<file path="src/rtl/pipe_ctrl_pkg.sv">
// Shared definitions for the 5-stage pipeline hazard controller: FSM states,
// stall/flush vector layout and a saturating-increment helper.
package pipe_ctrl_pkg;

  typedef logic [1:0] state_t;

  localparam state_t ST_RUN      = 2'd0;
  localparam state_t ST_MEM_WAIT = 2'd1;
  localparam state_t ST_DRAIN    = 2'd2;
  localparam state_t ST_HALTED   = 2'd3;

  localparam logic [3:0] R0 = 4'h0;

  // Bit positions inside the stall/flush control vector
  localparam int CTL_PC_STALL    = 0;
  localparam int CTL_IFID_STALL  = 1;
  localparam int CTL_IDEX_STALL  = 2;
  localparam int CTL_EXMEM_STALL = 3;
  localparam int CTL_IFID_FLUSH  = 4;
  localparam int CTL_IDEX_FLUSH  = 5;
  localparam int CTL_W           = 6;

  localparam logic [CTL_W-1:0] CTL_FREEZE = (6'd1 << CTL_PC_STALL) | (6'd1 << CTL_IFID_STALL) |
                                            (6'd1 << CTL_IDEX_STALL) | (6'd1 << CTL_EXMEM_STALL);

  function automatic logic [15:0] sat_inc16(input logic [15:0] v);
    return (v == 16'hFFFF) ? v : v + 16'd1;
  endfunction

endpackage

</file>
<file path="src/rtl/load_use_detect.sv">
// Combinational load-use hazard detector between the instruction in ID and a load in EX.
module load_use_detect
  import pipe_ctrl_pkg::*;
(
  input  logic [3:0] id_rs,
  input  logic [3:0] id_rt,
  input  logic [1:0] id_re,
  input  logic [3:0] ex_rd,
  input  logic       ex_memread,
  output logic       lu
);

  // r0 is hardwired, so a load targeting it never creates a dependency
  assign lu = ex_memread & (ex_rd != R0) &
              ((id_re[0] & (id_rs == ex_rd)) | (id_re[1] & (id_rt == ex_rd)));

endmodule

</file>
<file path="src/rtl/pipeline_hazard_ctrl.sv">
// Pipeline sequencer: stall/flush decode, memory-wait freeze, halt drain,
// sticky memory-timeout error and stall performance counter.
module pipeline_hazard_ctrl
  import pipe_ctrl_pkg::*;
#(
  parameter int DRAIN_CYCLES = 3,
  parameter int MEM_TIMEOUT  = 255
) (
  input  logic        clk,
  input  logic        rst_n,
  input  logic [3:0]  id_rs,
  input  logic [3:0]  id_rt,
  input  logic [1:0]  id_re,
  input  logic        id_halt,
  input  logic [3:0]  ex_rd,
  input  logic        ex_memread,
  input  logic        ex_br_taken,
  input  logic        mem_req,
  input  logic        mem_ready,
  output logic        pc_stall,
  output logic        ifid_stall,
  output logic        idex_stall,
  output logic        exmem_stall,
  output logic        ifid_flush,
  output logic        idex_flush,
  output logic        halted,
  output logic        mem_err,
  output logic [15:0] stall_cnt
);

  localparam int DW = $clog2(DRAIN_CYCLES + 1);
  localparam logic [DW-1:0] DRAIN_LOAD = DW'(DRAIN_CYCLES);
  localparam logic [DW-1:0] DRAIN_ONE  = DW'(1);
  localparam logic [15:0]   TIMEOUT    = 16'(MEM_TIMEOUT);

  state_t           state, state_nxt, eff_state;
  logic             ret_drain, ret_drain_nxt;
  logic [DW-1:0]    drain_cnt, drain_cnt_nxt;
  logic [15:0]      wait_cnt, wait_cnt_nxt;
  logic             lu, frz, err_hit;
  logic [CTL_W-1:0] ctl;

  load_use_detect u_load_use_detect (
    .id_rs      (id_rs),
    .id_rt      (id_rt),
    .id_re      (id_re),
    .ex_rd      (ex_rd),
    .ex_memread (ex_memread),
    .lu         (lu)
  );

  assign frz = mem_req & ~mem_ready;

  // The cycle a wait completes behaves as the state it returns to, so it is not a lost cycle
  always_comb begin
    if (state == ST_MEM_WAIT && !frz) begin
      eff_state = ret_drain ? ST_DRAIN : ST_RUN;
    end else begin
      eff_state = state;
    end
  end

  always_comb begin
    ctl           = '0;
    state_nxt     = eff_state;
    ret_drain_nxt = ret_drain;
    drain_cnt_nxt = drain_cnt;
    wait_cnt_nxt  = wait_cnt;
    err_hit       = 1'b0;
    case (eff_state)
      ST_RUN: begin
        if (frz) begin
          ctl           = CTL_FREEZE;
          state_nxt     = ST_MEM_WAIT;
          ret_drain_nxt = 1'b0;
          wait_cnt_nxt  = 16'd0;
        end else if (ex_br_taken) begin
          ctl[CTL_IFID_FLUSH] = 1'b1;
          ctl[CTL_IDEX_FLUSH] = 1'b1;
        end else if (lu) begin
          ctl[CTL_PC_STALL]   = 1'b1;
          ctl[CTL_IFID_STALL] = 1'b1;
          ctl[CTL_IDEX_FLUSH] = 1'b1;
        end else if (id_halt) begin
          ctl[CTL_PC_STALL] = 1'b1;
          state_nxt         = ST_DRAIN;
          drain_cnt_nxt     = DRAIN_LOAD;
        end else begin
          state_nxt = ST_RUN;
        end
      end
      ST_DRAIN: begin
        if (frz) begin
          ctl           = CTL_FREEZE;
          state_nxt     = ST_MEM_WAIT;
          ret_drain_nxt = 1'b1;
          wait_cnt_nxt  = 16'd0;
        end else begin
          ctl[CTL_PC_STALL]   = 1'b1;
          ctl[CTL_IFID_FLUSH] = 1'b1;
          drain_cnt_nxt       = drain_cnt - DRAIN_ONE;
          state_nxt           = (drain_cnt == DRAIN_ONE) ? ST_HALTED : ST_DRAIN;
        end
      end
      ST_MEM_WAIT: begin
        ctl          = CTL_FREEZE;
        wait_cnt_nxt = sat_inc16(wait_cnt);
        err_hit      = (wait_cnt_nxt >= TIMEOUT);
      end
      ST_HALTED: begin
        ctl = CTL_FREEZE;
      end
      default: begin
        ctl       = '0;
        state_nxt = ST_RUN;
      end
    endcase
  end

  assign pc_stall    = rst_n & ctl[CTL_PC_STALL];
  assign ifid_stall  = rst_n & ctl[CTL_IFID_STALL];
  assign idex_stall  = rst_n & ctl[CTL_IDEX_STALL];
  assign exmem_stall = rst_n & ctl[CTL_EXMEM_STALL];
  assign ifid_flush  = rst_n & ctl[CTL_IFID_FLUSH];
  assign idex_flush  = rst_n & ctl[CTL_IDEX_FLUSH];

  // FSM, counters and sticky status
  always_ff @(posedge clk or negedge rst_n) begin
    if (!rst_n) begin
      state     <= ST_RUN;
      ret_drain <= 1'b0;
      drain_cnt <= '0;
      wait_cnt  <= 16'd0;
      halted    <= 1'b0;
      mem_err   <= 1'b0;
      stall_cnt <= 16'd0;
    end else begin
      state     <= state_nxt;
      ret_drain <= ret_drain_nxt;
      drain_cnt <= drain_cnt_nxt;
      wait_cnt  <= wait_cnt_nxt;
      if (state == ST_HALTED) begin
        halted <= 1'b1;
      end
      if (err_hit) begin
        mem_err <= 1'b1;
      end
      if (pc_stall) begin
        stall_cnt <= sat_inc16(stall_cnt);
      end
    end
  end

endmodule

</file>
<file path="config.mk">
export PLATFORM = sky130hd
export DESIGN_NAME = pipeline_hazard_ctrl
export DESIGN_NICKNAME = d
export VERILOG_FILES = /design/src/rtl/pipe_ctrl_pkg.sv /design/src/rtl/load_use_detect.sv /design/src/rtl/pipeline_hazard_ctrl.sv
export SDC_FILE = /design/constraint.sdc
export NUM_CORES = 1
export LEC_CHECK = 0
export CORE_UTILIZATION = 52
export CTS_CLUSTER_SIZE = 16
export DETAILED_ROUTE_END_ITERATION = 10
export PLACE_DENSITY = 0.8
export SYNTH_ARGS = -nofsm -noshare
export SYNTH_HDL_FRONTEND = slang
export SYNTH_HIERARCHICAL = 1
export SYNTH_SLANG_ARGS = --single-unit
</file>
<file path="constraint.sdc">
create_clock -name clk -period 2.9 [get_ports clk]
set_clock_uncertainty 0.15 [all_clocks]
set_input_delay 0.725 -clock clk [delete_from_list [all_inputs] [get_ports clk]]
set_output_delay 0.725 -clock clk [all_outputs]
set_load 0.1 [all_outputs]
</file>
# After elaboration in Yosys (flattened, before gate mapping)
# Index checks and enable logic that the tools add are counted.
# totals
reg_bits	39
inputBits	21
output_inout_bits	24
# op_classes
addsub	3
order_cmp	1
n_eq_ne	18
mux	34
bitwise	14
reduce_logical	12
# ops
operator	n
$add A16 B1 Y16 const B	2
$eq A16 B16 Y1 const B	2
$mux W16	2
$mux W2	16
$pmux W16 S2	1
$pmux W6 S3	1
$ge A16 B8 Y1 const B	1
$ne A2 B2 Y1 const B	7
$and A1 B1 Y1	11
$mux W1	10
$eq A4 B4 Y1	2
$pmux W2 S2	2
$eq A2 B1 Y1 const B	3
$eq A2 B2 Y1 const B	3
$reduce_and A6 Y1	1
$reduce_and A2 Y1	2
$reduce_bool A2 Y1	2
$reduce_bool A4 Y1	1
$reduce_or A2 Y1	2
$mux W3	1
$reduce_and A3 Y1	1
$logic_not A2 Y1	1
$ne A2 B1 Y1 const B	1
$not A1 Y1	2
other kinds (5)	5

# Logic depth before layout (Yosys ltp)
# Gate-level depths: netlist of the first run.
# depth
depth_word	10
ltp_mapped	10
ltp_nobuf	10

# Hierarchy
# The synthesis of the first run kept the hierarchy.
# by_module_without_submodules
module	instances	cells_per_inst	area_per_inst_um2
pipeline_hazard_ctrl	1	263	2302.2
load_use_detect	1	14	103.8

# Worst setup path after synthesis of the first run
# OpenSTA, ideal clock, no wires.
# synth_timing
kind	input to register
start	in ex_rd[3]
end	reg stall_cnt[13]
setup_time_ns	0.159
t_arrival_ns	4.036
t_required_ns	2.591
path_slack_ns	-1.445
stages	10
path_buffers	0
cell_sequence	xor2_1 > nor3_1 > nand3_1 > a21oi_1 > o21bai_1 > a31oi_1 > nand4_1 > a21oi_1 > nand3_1 > xnor2_1
# synth_between
elab_chain_cells	10
elab_cells_between_ends	14
cone_classes	eq/ne (2); mux (4); bitwise (6); reduce/logical (2)
# synth_rtl
item	line_no	rtl
from (decl)	pipeline_hazard_ctrl.sv:15	input logic [3:0] ex_rd,
$eq A4 B4 Y1	load_use_detect.sv:15	((id_re[0] & (id_rs == ex_rd)) | (id_re[1] & (id_rt == ex_rd)));
$and A1 B1 Y1	load_use_detect.sv:15	
$or A1 B1 Y1	load_use_detect.sv:15	
$and A1 B1 Y1 (*)	load_use_detect.sv:14	assign lu = ex_memread & (ex_rd != R0) &
via lu	pipeline_hazard_ctrl.sv:40	logic lu, frz, err_hit;
$mux W1 (*)	pipeline_hazard_ctrl.sv:80	end else if (lu) begin
$mux W2 (*)	pipeline_hazard_ctrl.sv:77	end else if (ex_br_taken) begin
$mux W2 (*)	pipeline_hazard_ctrl.sv:72	if (frz) begin
$pmux W6 S3 (*)	pipeline_hazard_ctrl.sv:70	case (eff_state)
$and A1 B1 Y1 (*)	pipeline_hazard_ctrl.sv:120	assign pc_stall = rst_n & ctl[CTL_PC_STALL];
via pc_stall	pipeline_hazard_ctrl.sv:20	output logic pc_stall,
$reduce_and A2 Y1 (no source line) (*)	-	
to (signal assigned)	pipeline_hazard_ctrl.sv:149	stall_cnt <= sat_inc16(stall_cnt);
to (decl)	pipeline_hazard_ctrl.sv:28	output logic [15:0] stall_cnt
# The timed path passes the listed nets; every way through them passes the cells marked *.
# A chain may end at the register's enable or synchronous reset.

# Worst setup path after layout of the first run
# layout_timing
start	in id_re[1]
end	out pc_stall
# layout_between
elab_chain_cells	8
# layout_rtl
item	line_no	rtl
from (decl)	pipeline_hazard_ctrl.sv:13	input logic [1:0] id_re,
$and A1 B1 Y1	load_use_detect.sv:15	
$or A1 B1 Y1	load_use_detect.sv:15	
$and A1 B1 Y1	load_use_detect.sv:14	
via lu	pipeline_hazard_ctrl.sv:40	
$mux W1	pipeline_hazard_ctrl.sv:80	
$mux W2	pipeline_hazard_ctrl.sv:77	
$mux W2	pipeline_hazard_ctrl.sv:72	
$pmux W6 S3	pipeline_hazard_ctrl.sv:70	
$and A1 B1 Y1	pipeline_hazard_ctrl.sv:120	
to (decl)	pipeline_hazard_ctrl.sv:20	
# The timed path passes the listed nets, and every way through them passes these cells.

==> results of run 1 <==
## metrics by stage
| step | util [%] | setup WS [ps] |
|---|---|---|
| detailed placement | 69.7 | -549 |
| finish | 72.9 | -156 |
| floorplan | - | -241 |
| global placement | 69.7 | -400 |
| CTS | 72.2 | -115 |
| global route | 72.9 | -228 |
## critical path, cell delays in order
cell,delay (ps)
clkdlybuf4s50_1,470
nand3_1,110
a21oi_2,250
buf_4,160
o21bai_4,60
a31oi_4,210
buf_12,200
## routing by layer
layer | part of all wire [%] | vias up
met3 | 5.5 | 8
met1 | 43 | 1085
met5 | 0 | -
met2 | 51 | 86
met4 | 0.79 | 0
li1 | - | 1122
## flip-flops by register name, indices dropped and copies added (netlist names)
signal / count
drain_cnt: 2
wait_cnt: 16
ret_drain: 1
state: 2
stall_cnt: 16
halted: 1
mem_err: 1
## power groups by stage
stage / Combinational (W) / Sequential (W) / Clock [W]
3_3_place_gp: 0.00106 / 0.000784 / 0
3_5_place_dp: 0.00108 / 0.000791 / 0
6_report: 0.00109 / 0.000784 / 0.000470
2_1_floorplan: 0.000475 / 0.00110 / 0
5_1_grt: 0.00115 / 0.000800 / 0.000500
4_1_cts: 0.00108 / 0.000781 / 0.000476
## how the worst max path moves through the flow
| stage | from | end |
|---|---|---|
| 2_1_floorplan | ex_rd[1] | stall_cnt[13]$_DFFE_PN0P_ |
| 3_3_place_gp | ex_rd[1] | ifid_stall |
| 3_5_place_dp | ex_rd[1] | ifid_stall |
| 4_1_cts | id_rt[3] | ifid_stall |
| 5_1_grt | id_rt[3] | pc_stall |
| 6_report | id_re[1] | pc_stall |
## area by class of cell
cell class                 count  area (um^2)
fill                         331         1200
multi-input combinational    217         1450
sequential                    39          976
timing repair buffer          65          579
clock buffer                   6         82.6
inverter                       9         33.8
clock inverter                 2         35.0
tap                           52         65.1
## cell usage after synthesis (2+ instances only)
library cell and n:
nor2b_1 3, nor4_1 2, dfrtp_1 39, inv_1 9, nor2_1 23, and3_1 7, a21oi_1 25, nand4_1 8
nand2_1 26, or3_1 2, nand3_1 13, nor3_1 12, o31ai_1 3, nand3b_1 2, o21ai_0 19, o21a_1 2
and4_1 2, a22o_1 4, ha_1 3, buf_2 4, a31oi_1 8, mux2_2 3, clkbuf_1 7, xor2_1 13
xnor2_1 13, nand2b_1 4
## cells by family (layout without fill, tap and decap cells)
| family | count (synthesis) | in the layout | synth area share [%] |
|---|---|---|---|
| simple gates | 112 | 112 | 24.3 |
| compound gates | 71 | 71 | 17.9 |
| flops | 39 | 39 | 40.6 |
| xor+xnor | 27 | 27 | 10.1 |
| buf+inv | 21 | 82 | 3.64 |
| mux | 4 | 4 | 1.82 |
| fa+ha+maj | 3 | 3 | 1.56 |
## timing repair
| action | in CTS | in global routing |
|---|---|---|
| setup buffers | 1 | 2 |
| resized for setup | 43 | 5 |
| setup endpoints to repair | 16 | 3 |
| hold buffers | 0 | 0 |
| pin swaps | 15 | 8 |
==> run_summary.xml, run 1 <==
<?xml version="1.0" encoding="UTF-8"?>
<metrics>
  <group name="detailed_routing">
    <metric name="dr_total_vias" unit="">2301</metric>
    <metric name="drc" unit="">0</metric>
    <metric name="drt-initial-drc-count" unit="">138</metric>
    <metric name="viasPerCell" unit="">5.90</metric>
    <metric name="drt_pass1_iterations" unit="">4</metric>
    <metric name="drt-total-wl" unit="mm">6.07</metric>
    <metric name="drt.antenna.violating_nets" unit="">0</metric>
    <metric name="detail_route.wl_per_cell" unit="um">15.6</metric>
  </group>
  <group name="finish">
    <metric name="area.growth.synth_to_final" unit="%">33.7</metric>
    <metric name="insertedDiodeCount" unit="">0</metric>
    <metric name="layout_common_cells" unit="">dfrtp_1, buf_4, nand2_1, a21oi_1, nor2_1</metric>
    <metric name="post_route_cell_area" unit="um^2">3220</metric>
    <metric name="drive_gt1_share" unit="%">24.9</metric>
    <metric name="final_cell_count_no_fill" unit="">390</metric>
    <metric name="final_net_count" unit="">361</metric>
  </group>
  <group name="critical_path">
    <metric name="timing.rr.start" unit="">wait_cnt[0]$_DFFE_PN0P_</metric>
    <metric name="crit_fanout" unit="">4</metric>
    <metric name="worstReg2RegEnd" unit="">mem_err$_DFFE_PN0P_</metric>
    <metric name="kind_of_critical_path" unit="">in2out</metric>
    <metric name="worst_setup_path_end_kind" unit="">output pin</metric>
    <metric name="worst-endpoint-arrival" unit="ps">2180</metric>
    <metric name="required" unit="ps">2030</metric>
    <metric name="timing.critical_path.from_type" unit="">input port</metric>
    <metric name="rr_worst_depth" unit="">8</metric>
    <metric name="r2r_slack" unit="ps">580</metric>
  </group>
  <group name="status">
    <metric name="run_status" unit="">finished with violations</metric>
    <metric name="failing_checks" unit="">negative setup slack</metric>
  </group>
  <group name="power">
    <metric name="clock_power_share" unit="%">20.0</metric>
    <metric name="vdd.ir_drop.worst" unit="V">0.000468</metric>
    <metric name="switching_component_of_the_power" unit="W">0.00109</metric>
    <metric name="p_int" unit="W">0.00126</metric>
    <metric name="lkg_pwr" unit="nW">1.38</metric>
    <metric name="power_frac_comb" unit="%">46.6</metric>
    <metric name="final_total_power" unit="W">0.00235</metric>
    <metric name="power_density" unit="nW/um^2">729</metric>
    <metric name="pwr-share-seq" unit="%">33.4</metric>
    <metric name="p_sw_share" unit="%">46.4</metric>
  </group>
  <group name="floorplan">
    <metric name="area_of_the_die" unit="um^2">4900</metric>
    <metric name="floorplan.rows" unit="">24</metric>
    <metric name="design.portCount" unit="">45</metric>
    <metric name="chipHeight" unit="um">70.0</metric>
    <metric name="fp.dieW" unit="um">70.0</metric>
    <metric name="initial_core_util" unit="%">54.5</metric>
    <metric name="coreArea" unit="um^2">4410</metric>
  </group>
  <group name="synth">
    <metric name="synth_top_cell_by_area" unit="">dfrtp_1</metric>
    <metric name="syn-instance-count" unit="">277</metric>
    <metric name="synth.distinct_cells" unit="">47</metric>
    <metric name="synth.avg_cell_area" unit="um^2">8.69</metric>
    <metric name="async_reset_ff_share" unit="%">100</metric>
    <metric name="syn-num-nets" unit="">301</metric>
    <metric name="synth.top_cells.by_area" unit="">dfrtp_1, a21oi_1, xnor2_1, xor2_1, nand2_1</metric>
    <metric name="postSynth.topFlopCell" unit="">dfrtp_1</metric>
    <metric name="synth-seq-cells" unit="">39</metric>
    <metric name="synth.top_cell.area_share" unit="%">40.6</metric>
    <metric name="post_synth_design_cell_area" unit="um^2">2410</metric>
    <metric name="number_of_synthesized_flops_with_an_enable_pin" unit="">0</metric>
    <metric name="synth_seq_area_share" unit="%">40.6</metric>
    <metric name="synth.yosys.warnings" unit="">6</metric>
  </group>
  <group name="global_routing">
    <metric name="grt_max_degree" unit="">22</metric>
    <metric name="remaining_global_route_overflow" unit="">0</metric>
    <metric name="grtUsageMet3" unit="%">5.48</metric>
    <metric name="grt_pass1_wl" unit="mm">10.2</metric>
    <metric name="globalRouteTotalUtil" unit="%">26.1</metric>
    <metric name="grt_most_used_layer" unit="">met2</metric>
    <metric name="use_met2" unit="%">43.7</metric>
    <metric name="grt_pass1_vias" unit="">2148</metric>
    <metric name="met1_routing_resource_usage_after_global_routing" unit="%">33.5</metric>
    <metric name="antenna_violations_before_repair" unit="">0</metric>
  </group>
  <group name="placed_design">
    <metric name="place.detailed.hpwl" unit="mm">4.29</metric>
    <metric name="gpl.final_weighted_congestion" unit="">0.849</metric>
    <metric name="port_buffers" unit="">44</metric>
    <metric name="placedCellCount" unit="">379</metric>
    <metric name="placed_instance_area" unit="um^2">3080</metric>
  </group>
  <group name="sta">
    <metric name="layout_setup_ws" unit="ps">-156</metric>
    <metric name="hold_viol" unit="">0</metric>
    <metric name="drv_slew" unit="">0</metric>
    <metric name="final.hold.worst_slack" unit="ps">130</metric>
    <metric name="setup_viol_count_final" unit="">3</metric>
    <metric name="fin_tns_setup" unit="ps">-312</metric>
    <metric name="fmaxAchievable" unit="MHz">327</metric>
    <metric name="slew-limit-headroom" unit="%">62.9</metric>
    <metric name="tightest_slew" unit="ps">552</metric>
    <metric name="rsz_0062_raised_after_global_routing" unit="">true</metric>
    <metric name="share_of_the_clock_period_used_by_the_worst_path" unit="%">105</metric>
    <metric name="final.min_clock_period" unit="ps">3060</metric>
  </group>
  <group name="clocking">
    <metric name="clk_latency" unit="ps">300</metric>
    <metric name="cts_root_buf" unit="">clkbuf_8</metric>
    <metric name="cts_made_buffers" unit="">5</metric>
    <metric name="clkSlewWorstSetupHoldPaths" unit="ps">80</metric>
    <metric name="tritoncts" unit="">done</metric>
    <metric name="htree_num_levels" unit="">2</metric>
    <metric name="cts_buffer_depth" unit="">2</metric>
    <metric name="cts.sinks" unit="">39</metric>
  </group>
  <group name="flow_run">
    <metric name="max_cap_viol_count" unit="">0</metric>
  </group>
  <group name="min_path">
    <metric name="hold_path_class" unit="">in2async</metric>
  </group>
</metrics>
Note: power is estimated with default switching activity, not from simulation.
==> inputs of run 2 (changes only) <==
--- a/config.mk
+++ b/config.mk
@@ -5,11 +5,10 @@
 export SDC_FILE = /design/constraint.sdc
 export NUM_CORES = 1
 export LEC_CHECK = 0
-export CORE_UTILIZATION = 52
+export CORE_UTILIZATION = 53
 export CTS_CLUSTER_SIZE = 16
 export DETAILED_ROUTE_END_ITERATION = 10
-export PLACE_DENSITY = 0.8
+export PLACE_DENSITY = 0.81
 export SYNTH_ARGS = -nofsm -noshare
 export SYNTH_HDL_FRONTEND = slang
-export SYNTH_HIERARCHICAL = 1
 export SYNTH_SLANG_ARGS = --single-unit
==> constraint.sdc (replaced) <==
create_clock -name clk -period 3 [get_ports clk]
set_clock_uncertainty 0.15 [all_clocks]
set_input_delay 0.75 -clock clk [delete_from_list [all_inputs] [get_ports clk]]
set_output_delay 0.75 -clock clk [all_outputs]
set_load 0.1 [all_outputs]
==> run 2 against run 1 <==
  * The run now ends clean
  * Critical path type unchanged
  * Sequential share of layout area up 0.91 points
  * Die area up 0.36%
  * Largest cell class unchanged
  * Non-clock buffer count down 4
  * Routed wire length down 2.3%
  * Flip-flop and latch count is the same
  * Cell area is 2.9% lower
  * First-iteration DRC count grew 49%
  * Worst hold slack improved by 190 ps
  * Setup slack gained 210 ps
  * Highest routed layer unchanged
  * Critical path depth did not move
==> run_summary.xml, run 2 <==
<?xml version="1.0" encoding="UTF-8"?>
<metrics>
  <group name="status">
    <metric name="run_status" unit="">completed</metric>
  </group>
  <group name="global_routing">
    <metric name="grt_pass1_wl" unit="mm">10.2</metric>
    <metric name="antenna_violations_before_repair" unit="">0</metric>
    <metric name="remaining_global_route_overflow" unit="">0</metric>
    <metric name="grt_pass1_vias" unit="">2227</metric>
    <metric name="globalRouteTotalUtil" unit="%">25.8</metric>
    <metric name="grt_max_degree" unit="">28</metric>
  </group>
  <group name="sta">
    <metric name="slew-limit-headroom" unit="%">66.3</metric>
    <metric name="layout_setup_ws" unit="ps">48.8</metric>
    <metric name="fmaxAchievable" unit="MHz">339</metric>
    <metric name="hold_viol" unit="">0</metric>
    <metric name="setup_viol_count_final" unit="">0</metric>
    <metric name="final.min_clock_period" unit="ps">2950</metric>
    <metric name="tightest_slew" unit="ps">502</metric>
    <metric name="drv_slew" unit="">0</metric>
    <metric name="share_of_the_clock_period_used_by_the_worst_path" unit="%">98.4</metric>
    <metric name="rsz_0062_raised_after_global_routing" unit="">false</metric>
  </group>
  <group name="floorplan">
    <metric name="initial_core_util" unit="%">55.8</metric>
    <metric name="coreArea" unit="um^2">4410</metric>
    <metric name="floorplan.rows" unit="">24</metric>
    <metric name="design.portCount" unit="">45</metric>
    <metric name="area_of_the_die" unit="um^2">4920</metric>
    <metric name="fp.dieW" unit="um">70.1</metric>
    <metric name="chipHeight" unit="um">70.1</metric>
  </group>
  <group name="finish">
    <metric name="post_route_cell_area" unit="um^2">3120</metric>
    <metric name="area.growth.synth_to_final" unit="%">26.9</metric>
    <metric name="drive_gt1_share" unit="%">22.8</metric>
    <metric name="reg_top3" unit="">stall_cnt (16), wait_cnt (16)</metric>
    <metric name="insertedDiodeCount" unit="">0</metric>
    <metric name="layout_common_cells" unit="">dfrtp_1, nand2_1, buf_4, o21ai_0, a21oi_1</metric>
    <metric name="final_cell_count_no_fill" unit="">394</metric>
    <metric name="commonest_non_fill_non_tap_cell_in_the_layout" unit="">dfrtp_1</metric>
    <metric name="final_net_count" unit="">365</metric>
    <metric name="final_core_utilization" unit="%">70.8</metric>
    <metric name="fill_cells" unit="">362</metric>
  </group>
  <group name="synth">
    <metric name="synth.avg_cell_area" unit="um^2">8.64</metric>
    <metric name="syn-instance-count" unit="">285</metric>
    <metric name="synth_top_cell_by_area" unit="">dfrtp_1</metric>
    <metric name="number_of_synthesized_flops_with_an_enable_pin" unit="">0</metric>
    <metric name="post_synth_design_cell_area" unit="um^2">2460</metric>
    <metric name="synth.top_cell.area_share" unit="%">39.7</metric>
    <metric name="synth-seq-cells" unit="">39</metric>
    <metric name="synth.mux.area_fraction" unit="%">2.14</metric>
    <metric name="synth_seq_area_share" unit="%">39.7</metric>
    <metric name="synth.yosys.warnings" unit="">0</metric>
    <metric name="synth.top_cells.by_area" unit="">dfrtp_1, xor2_1, nand2_1, o21ai_0, a21oi_1</metric>
    <metric name="synth.distinct_cells" unit="">52</metric>
    <metric name="yosys.cell_count.top_type" unit="">dfrtp_1</metric>
    <metric name="synth_common_cells" unit="">dfrtp_1, nand2_1, o21ai_0, a21oi_1, xor2_1</metric>
    <metric name="largest_family_of_logic_cells_by_synthesized_area" unit="">simple AND/OR/NAND/NOR gates</metric>
    <metric name="syn-num-nets" unit="">309</metric>
    <metric name="post_synth_fa_ha_maj_area_fraction" unit="%">1.53</metric>
    <metric name="synth_simple_gate_area_share" unit="%">24.5</metric>
    <metric name="async_reset_ff_share" unit="%">100</metric>
    <metric name="synth_compound_gate_area_share" unit="%">19.4</metric>
    <metric name="xor_xnor_fraction_of_synth_area" unit="%">8.54</metric>
    <metric name="postSynth.topFlopCell" unit="">dfrtp_1</metric>
  </group>
  <group name="min_path">
    <metric name="hold_path_class" unit="">reg2reg</metric>
  </group>
  <group name="clocking">
    <metric name="cts.sinks" unit="">39</metric>
    <metric name="cts_root_buf" unit="">clkbuf_8</metric>
    <metric name="htree_num_levels" unit="">2</metric>
    <metric name="postCtsHoldBufs" unit="">0</metric>
    <metric name="cts_made_buffers" unit="">5</metric>
    <metric name="tritoncts" unit="">done</metric>
    <metric name="clkSlewWorstSetupHoldPaths" unit="ps">80</metric>
    <metric name="cts_buffer_depth" unit="">2</metric>
    <metric name="clk_latency" unit="ps">290</metric>
  </group>
  <group name="detailed_routing">
    <metric name="drt-initial-drc-count" unit="">205</metric>
    <metric name="drt.antenna.violating_nets" unit="">0</metric>
    <metric name="drt-total-wl" unit="mm">5.93</metric>
    <metric name="drt_pass1_iterations" unit="">4</metric>
    <metric name="dr_total_vias" unit="">2360</metric>
    <metric name="viasPerCell" unit="">5.99</metric>
    <metric name="detail_route.wl_per_cell" unit="um">15.1</metric>
    <metric name="drc" unit="">0</metric>
  </group>
  <group name="critical_path">
    <metric name="cp_cell_sequence" unit="">buf_6 -&gt; o41a_1 -&gt; nand4_1 -&gt; nand2_1 -&gt; buf_4 -&gt; o211a_1 -&gt; buf_12</metric>
    <metric name="worst_path_max_delay_cell" unit="">o41a_1</metric>
    <metric name="crit_fanout" unit="">2</metric>
    <metric name="required" unit="ps">2100</metric>
    <metric name="cp.buffers_inverters" unit="">3</metric>
    <metric name="slowest_delay" unit="ps">450</metric>
    <metric name="critical-path-top-delay-family" unit="">compound AO/OA/AOI/OAI gates</metric>
    <metric name="worst-endpoint-arrival" unit="ps">2050</metric>
    <metric name="worst_setup_path_end_kind" unit="">output pin</metric>
    <metric name="kind_of_critical_path" unit="">in2out</metric>
    <metric name="timing.critical_path.from_type" unit="">input port</metric>
  </group>
  <group name="placed_design">
    <metric name="place.detailed.hpwl" unit="mm">4.36</metric>
    <metric name="gpl.final_weighted_congestion" unit="">0.903</metric>
    <metric name="placedCellCount" unit="">384</metric>
    <metric name="placed_instance_area" unit="um^2">3040</metric>
    <metric name="preCtsSetupSlack" unit="ps">-405</metric>
    <metric name="port_buffers" unit="">44</metric>
  </group>
  <group name="power">
    <metric name="vdd.ir_drop.worst" unit="V">0.000859</metric>
    <metric name="power_density" unit="nW/um^2">639</metric>
    <metric name="lkg_pwr" unit="nW">1.39</metric>
  </group>
  <group name="flow_run">
    <metric name="max_cap_viol_count" unit="">0</metric>
  </group>
</metrics>
run 2: cell types whose count changed in the layout (fill, tap and decap cells not counted), sizes merged, moves of 4 or more:
cell,delta
o21ai,+5
nand2,+9
xor2,+5
nand4,-4
nor2,-6
xnor2,-8
nor3,+8
a21oi,-6
buf,-5
run 2: metrics by stage:
step           hold slack, ps  TNS, ps  total power, W
2_1_floorplan             304    -81.1         0.00139
3_3_place_gp              304    -2200         0.00163
3_5_place_dp              307    -3740         0.00165
4_1_cts                   330        0         0.00200
5_1_grt                   359        0         0.00210
6_report                  319        0         0.00199
run 2: report_power, final:
group | switching (W) | internal (W) | total [W]
sequential | 0.000114 | 0.000605 | 0.000719
clock | 0.000184 | 0.000163 | 0.000347
combinational | 0.000660 | 0.000270 | 0.000929
total | 0.000957 | 0.00104 | 0.00199
run 2: metal layers:
metal / wire (um) / up-vias / track usage [%] / part of all wire, %
met4: 89 / 0 / 7.56 / 1.5
met2: 2900 / 76 / 41.9 / 49
met1: 2700 / 1144 / 34.9 / 45
li1: - / 1132 / - / -
met5: 0 / - / 0 / 0
met3: 251 / 8 / 4.91 / 4.2
run 2: final timing paths:
path                                         startpoint                       end  slack (ps)  cells after the start
worst max-delay path                           ex_rd[1]                idex_flush          50                      7
worst min-delay path                 halted$_DFFE_PN0N_        halted$_DFFE_PN0N_         320                      1
worst max register to register  wait_cnt[0]$_DFFE_PN0P_       mem_err$_DFFE_PN0P_         550                      8
worst min register to register       halted$_DFFE_PN0N_        halted$_DFFE_PN0N_         320                      1
max in group asynchronous                         rst_n   wait_cnt[9]$_DFFE_PN0P_        2030                      2
min in group asynchronous                         rst_n  wait_cnt[11]$_DFFE_PN0P_         340                      2
run 2: repair_timing:
action	in CTS	in global routing
setup buffers	2	0
pin swaps	15	10
endpoints found under the setup margin	3	3
gates cloned	0	0
gates resized for setup	38	9
run 2: logic make-up (layout without fill, tap and decap cells):
family                     after synthesis  after routing
muxes                                    5              5
DFF                                     39             39
and+or+nand+nor                        116            116
adders and majority gates                3              3
AOI/OAI and AO/OA                       74             74
xor gates and xnor gates                24             24
buffers and inverters                   24             81
run 2: cell type report:
type	instances	area [um^2]	share of cell area (%)
clock inverters	1	5.00	0.160
inverters	12	45.0	1.44
well taps	52	65.1	2.08
clock buffers	7	76.3	2.44
repair buffers	61	537	17.2
flip-flops and latches	39	976	31.2
multi-input cells	222	1420	45.5
